## config.mk

```make
export PLATFORM = sky130hd
export DESIGN_NAME = race_edge_decoder
export DESIGN_NICKNAME = d
export VERILOG_FILES = /design/src/rtl/race_pkg.sv /design/src/rtl/edge_sync_detect.sv /design/src/rtl/race_edge_decoder.sv
export SDC_FILE = /design/constraint.sdc
export NUM_CORES = 1
export LEC_CHECK = 0
export CAP_MARGIN = 20
export CORE_ASPECT_RATIO = 0.5
export CORE_MARGIN = 5
export CORE_UTILIZATION = 46
export DETAILED_ROUTE_END_ITERATION = 8
export DONT_BUFFER_PORTS = 1
export MAX_ROUTING_LAYER = met4
export PLACE_DENSITY = 0.67
export SETUP_SLACK_MARGIN = 0.3
export SLEW_MARGIN = 0
export SYNTH_ARGS = -nofsm -noshare
export SYNTH_HDL_FRONTEND = slang
export SYNTH_SLANG_ARGS = --single-unit
```

## constraint.sdc

```tcl
create_clock -name clk -period 37.2 [get_ports clk]
set_clock_uncertainty 0.2 [all_clocks]
set_input_delay 3.72 -clock clk [delete_from_list [all_inputs] [get_ports clk]]
set_output_delay 3.72 -clock clk [all_outputs]
set_load 0.01 [all_outputs]
```

## src/rtl/race_pkg.sv

```systemverilog
// Shared definitions for the race-logic edge decoder and the sorter benches
// that feed it: FSM states, the streamed record layout and default sizes.
package race_pkg;

    // Default geometry shared with the sorter benches.
    localparam int RACE_N  = 32;
    localparam int RACE_TW = 8;
    localparam int RACE_IW = $clog2(RACE_N);

    // Decoder FSM states.
    typedef enum logic [1:0] {
        IDLE    = 2'd0,
        CAPTURE = 2'd1,
        DRAIN   = 2'd2
    } race_state_e;

    // One streamed record at the default geometry.
    // "time" is a keyword, so the stamp field is called tstamp.
    typedef struct packed {
        logic [RACE_IW-1:0] idx;
        logic [RACE_TW-1:0] tstamp;
        logic               missing;
    } race_rec_t;

endpackage

```

## src/rtl/edge_sync_detect.sv

```systemverilog
// Per-line synchroniser and falling-edge detector. The chain and the
// previous-level flop come out of reset high, so an idle-high line never
// produces a spurious fall.
module edge_sync_detect #(
    parameter int SYNC_STAGES = 2
) (
    input  logic clk,
    input  logic rst,
    input  logic din,
    output logic level,
    output logic fall
);

    logic [SYNC_STAGES-1:0] sync_q;
    logic                   prev_q;

    // Shift the raw line through the synchroniser and remember the last
    // synchronised level for edge detection.
    always_ff @(posedge clk or posedge rst) begin
        if (rst) begin
            sync_q <= '1;
            prev_q <= 1'b1;
        end else begin
            sync_q <= {sync_q[SYNC_STAGES-2:0], din};
            prev_q <= sync_q[SYNC_STAGES-1];
        end
    end

    assign level = sync_q[SYNC_STAGES-1];
    assign fall  = prev_q & ~level;

endmodule

```

## src/rtl/race_edge_decoder.sv

```systemverilog
// Race-logic receiver: time-stamps the first 1->0 transition on each of N
// lines relative to start, then streams {idx, time, missing} records in
// index order and flags any record whose time is below its predecessor's.
//
// Output handshake: a record transfers on a rising clk edge where
// out_valid & out_ready. While out_valid is high and out_ready is low,
// out_idx/out_time/out_missing hold steady. out_valid never drops without
// a transfer; the next record (if any) appears on the cycle after a transfer.
module race_edge_decoder
    import race_pkg::*;
#(
    parameter int N           = RACE_N,
    parameter int TW          = RACE_TW,
    parameter int SYNC_STAGES = 2
) (
    input  logic                 clk,
    input  logic                 rst,
    input  logic                 start,
    input  logic [0:N-1]         edge_in,
    output logic                 busy,
    output logic                 out_valid,
    input  logic                 out_ready,
    output logic [$clog2(N)-1:0] out_idx,
    output logic [TW-1:0]        out_time,
    output logic                 out_missing,
    output logic                 done,
    output logic                 order_err
);

    localparam int            IW    = $clog2(N);
    localparam logic [TW-1:0] T_MAX = '1;
    localparam logic [IW-1:0] LAST  = IW'(N - 1);

    // FSM state is kept as a named signal so checkers can bind to it.
    race_state_e   state;
    logic [TW-1:0] counter;
    logic [N-1:0]  capt;
    logic [TW-1:0] time_tab [N];
    logic [TW-1:0] prev_time;
    logic          armed;

    logic [N-1:0]  level;
    logic [N-1:0]  fall;
    logic [N-1:0]  hit;
    logic          all_capt;
    logic          timeout;
    logic [IW-1:0] nxt_idx;

    // One synchroniser + edge detector per temporal line.
    for (genvar g = 0; g < N; g++) begin : g_line
        edge_sync_detect #(
            .SYNC_STAGES (SYNC_STAGES)
        ) u_sync (
            .clk   (clk),
            .rst   (rst),
            .din   (edge_in[g]),
            .level (level[g]),
            .fall  (fall[g])
        );
    end

    // Lines captured this cycle: first fall only; a line already low on the
    // first capture cycle (counter still 0) counts as arriving at time 0.
    always_comb begin
        hit = '0;
        for (int i = 0; i < N; i++) begin
            hit[i] = (state == CAPTURE) && !capt[i] &&
                     (fall[i] || ((counter == '0) && !level[i]));
        end
    end

    assign all_capt = &(capt | hit);
    assign timeout  = (counter == T_MAX);
    assign nxt_idx  = out_idx + 1'b1;

    // Time table: stamp captured lines with the current count; on the
    // timeout cycle any still-uncaptured line is stamped all-ones.
    always_ff @(posedge clk or posedge rst) begin
        if (rst) begin
            for (int i = 0; i < N; i++) time_tab[i] <= '0;
        end else if (state == CAPTURE) begin
            for (int i = 0; i < N; i++) begin
                if (hit[i])
                    time_tab[i] <= counter;
                else if (!capt[i] && timeout)
                    time_tab[i] <= T_MAX;
            end
        end
    end

    // Control FSM: capture window, record drain and ordering check.
    // armed blocks a start that coincides with the first edge after reset.
    always_ff @(posedge clk or posedge rst) begin
        if (rst) begin
            state       <= IDLE;
            counter     <= '0;
            capt        <= '0;
            busy        <= 1'b0;
            out_valid   <= 1'b0;
            out_idx     <= '0;
            out_time    <= '0;
            out_missing <= 1'b0;
            done        <= 1'b0;
            order_err   <= 1'b0;
            prev_time   <= '0;
            armed       <= 1'b0;
        end else begin
            armed <= 1'b1;
            done  <= 1'b0;
            case (state)
                IDLE: begin
                    if (start && armed) begin
                        counter   <= '0;
                        capt      <= '0;
                        order_err <= 1'b0;
                        busy      <= 1'b1;
                        state     <= CAPTURE;
                    end
                end
                CAPTURE: begin
                    capt <= capt | hit;
                    if (!timeout)
                        counter <= counter + 1'b1;
                    if (all_capt || timeout)
                        state <= DRAIN;
                end
                DRAIN: begin
                    if (!out_valid) begin
                        out_valid   <= 1'b1;
                        out_idx     <= '0;
                        out_time    <= time_tab[0];
                        out_missing <= ~capt[0];
                    end else if (out_ready) begin
                        if ((out_idx != '0) && (out_time < prev_time))
                            order_err <= 1'b1;
                        prev_time <= out_time;
                        if (out_idx == LAST) begin
                            out_valid <= 1'b0;
                            done      <= 1'b1;
                            busy      <= 1'b0;
                            state     <= IDLE;
                        end else begin
                            out_idx     <= nxt_idx;
                            out_time    <= time_tab[nxt_idx];
                            out_missing <= ~capt[nxt_idx];
                        end
                    end
                end
                default: begin
                    state <= IDLE;
                    busy  <= 1'b0;
                end
            endcase
        end
    end

endmodule
```

==> impl_metrics.toml <==
[floorplan]
coreArea_um2 = 39120
io_pins = 54
die-area_um2 = 44230
rows = 51
dieWidth_um = 292.5
start_util_pct = 46.91
die_height_um = 151.2

[sta]
period_needed_ns = 5.813
max_slew.worst_pin.slew_ns = 1.007
fmax_ghz = 0.1720
report.final.slew_viol_count = 0
hold_violations = 0
finalCritPeriodShare_pct = 15.63
setup_viol_count_final = 0
timing.setup.tns_ns = 0
whs_ns = 0.1545
rsz0062_at_grt = "no"
relSlewSlack_pct = 32.85

[grt]
grt_overflow = 0
grt_usage_pct = 23.18
grt_pass1_vias = 12580
grt_pass1_wl_mm = 77.74
grt_antenna_before_repair = 1
grt.met1_usage_pct = 34.01
grt_max_degree = 180
met3_usage_pct = 4.381
busiest_layer = "met1"
grt_use_met2_pct = 33.37

[critical_path]
start_kind = "input port"
end_kind = "async pin"
crit_type = "input port to async pin"
cp.required_ns = 37.65
worstPathArrival_ns = 6.26
path_max_fanout = 179

[clock_network]
cts_max_level = 2
cts_num_sinks = 421
numCtsBuffers = 39
cts_tree = "done"
clk_latency_ns = 0.54
cts_root_buffer = "clkbuf_16"
clkTransAtPathRegs_ns = 0.06
cts_buffer_depth = 3
post-cts-setup-buffers = 0
cts_hold_buffers = 0
ctsResizeCount = 0

[hold_path]
hold_class = "flop to flop"

[synth]
yosys_warnings = 0
synth_seq_cells = 421
async_flop_share_pct = 100.0
synth.distinct_cells = 57
seq_area_frac_synth_pct = 58.07
netlist_instances = 1408
synth_fp_nets = 1456
syn_avg_cell_area_um2 = 13.03
synth_top_flop_cell = "dfrtp_1"
synth_area_um2 = 18350
synth_edf_count = 0

[placed_design]
dp_hpwl_mm = 32.43
gp_congestion = 0.9153
portBuffers = 0

[cells_and_area]
drive_above_1_share_pct = 22.41
final_common_cell = "dfrtp_1"
area_growth_pct = 9.233
postLayoutCoreUtil_pct = 51.24
fin_nets = 1398
final_cell_mix = "dfrtp_1, o22a_1, dfstp_2"

[routing]
dr.pass1.iters = 5
routed_wl_mm = 48.89
num_vias = 12270
drt_iter0_drc = 1282
drc = 0
drt-wirelength-per-cell_um = 25.60
ant_nets = 0
viasPerCell = 6.422

[power]
powerDensity_nw_per_um2 = 95.11
power_mw = 1.906
p_leak_nw = 8.281
vdd_ir_drop_max_mv = 0.04494

[run]
max-cap-violations = 0

[status]
status = "finished, final reports clean"
## state kept, by name (all words and copies together), names as in the netlist, 2 cells and up
signal and count:
g_line.u_sync.sync_q 64, state 2, out_idx 5, time_tab 256, out_time 8, g_line.u_sync.prev_q 32
prev_time 8, capt 32, counter 8
## where the power goes
part	leakage [nW]	switching [mW]	total, mW	internal [mW]
registers	4.96	0.161	0.789	0.627
logic	2.70	0.384	0.720	0.336
clock network	0.615	0.171	0.398	0.226
total	8.28	0.716	1.91	1.19
## synth_stat cells, drive strengths merged (9+ instances only)
library cell / instances / area share, %
dfrtp: 325 / 44
o22a: 212 / 10
dfstp: 96 / 14
o21ai: 93 / 2.6
clkbuf: 89 / 1.8
mux4: 72 / 8.8
nand2: 66 / 1.4
nor2: 64 / 1.3
mux2i: 50 / 2.7
nor2b: 36 / 1.2
inv: 32 / 0.65
buf: 30 / 0.80
a31oi: 27 / 0.92
a211oi: 25 / 1.7
or2: 23 / 0.78
a2111oi: 21 / 1.0
a21oi: 18 / 0.49
nand2b: 15 / 0.51
o22ai: 13 / 0.44
ha: 12 / 0.82
nor3: 11 / 0.30
mux2: 9 / 0.55
## worst max-delay path, stage by stage
cell	delay (ns)
inv_8	0.35
buf_16	0.37
buf_12	0.63
buf_4	0.59
buf_12	0.31
## logic make-up after synthesis
logic type      synth area share, %
compound gates                18.46
xor+xnor                     0.3819
fa+ha+maj                    0.8183
buf+inv                       3.273
flops                         58.07
mux                           12.12
other cells                 0.02044
simple gates                  6.860
## stage by stage
| stage | cells | area, um2 | setup WS (ns) |
|---|---|---|---|
| 2_1_floorplan | 1408 | 18350 | 21.72 |
| 3_3_place_gp | 1836 | 18730 | 30.73 |
| 3_5_place_dp | 1836 | 18730 | 30.56 |
| 4_1_cts | 1906 | 19980 | 31.12 |
| 5_1_grt | 1910 | 20040 | 30.86 |
| 6_report | 1910 | 20040 | 31.39 |
## final timing paths
check                                             from                          end  slack [ns]  depth (start not counted)
max                                                rst   g_line[3].u_sync.sync_q[1]       31.39                          5
min                        g_line[29].u_sync.sync_q[0]  g_line[29].u_sync.sync_q[1]        0.15                          0
max reg2reg                                 out_idx[0]                  out_time[0]       32.67                          9
min reg2reg                g_line[29].u_sync.sync_q[0]  g_line[29].u_sync.sync_q[1]        0.15                          0
max in group clk                            out_idx[0]                   out_idx[0]       31.76                          0
min in group asynchronous                          rst                 time_tab[96]        2.89                          1
## routing by layer
layer,vias up,part of all wire (%)
li1,5183,-
met1,6483,45
met2,503,44
met3,97,8.1
met4,0,3.0
met5,-,0
## cell type report
cell class	instances	area, um2
inverters	32	127.6
repair buffers	20	198.9
diodes	1	2.502
clock buffers	63	1190
fillers	3221	19070
multi-input cells	836	7137
flip-flops and latches	421	10660
well taps	530	663.1
clock inverters	7	61.31
Power figures use the tool's default switching activity.
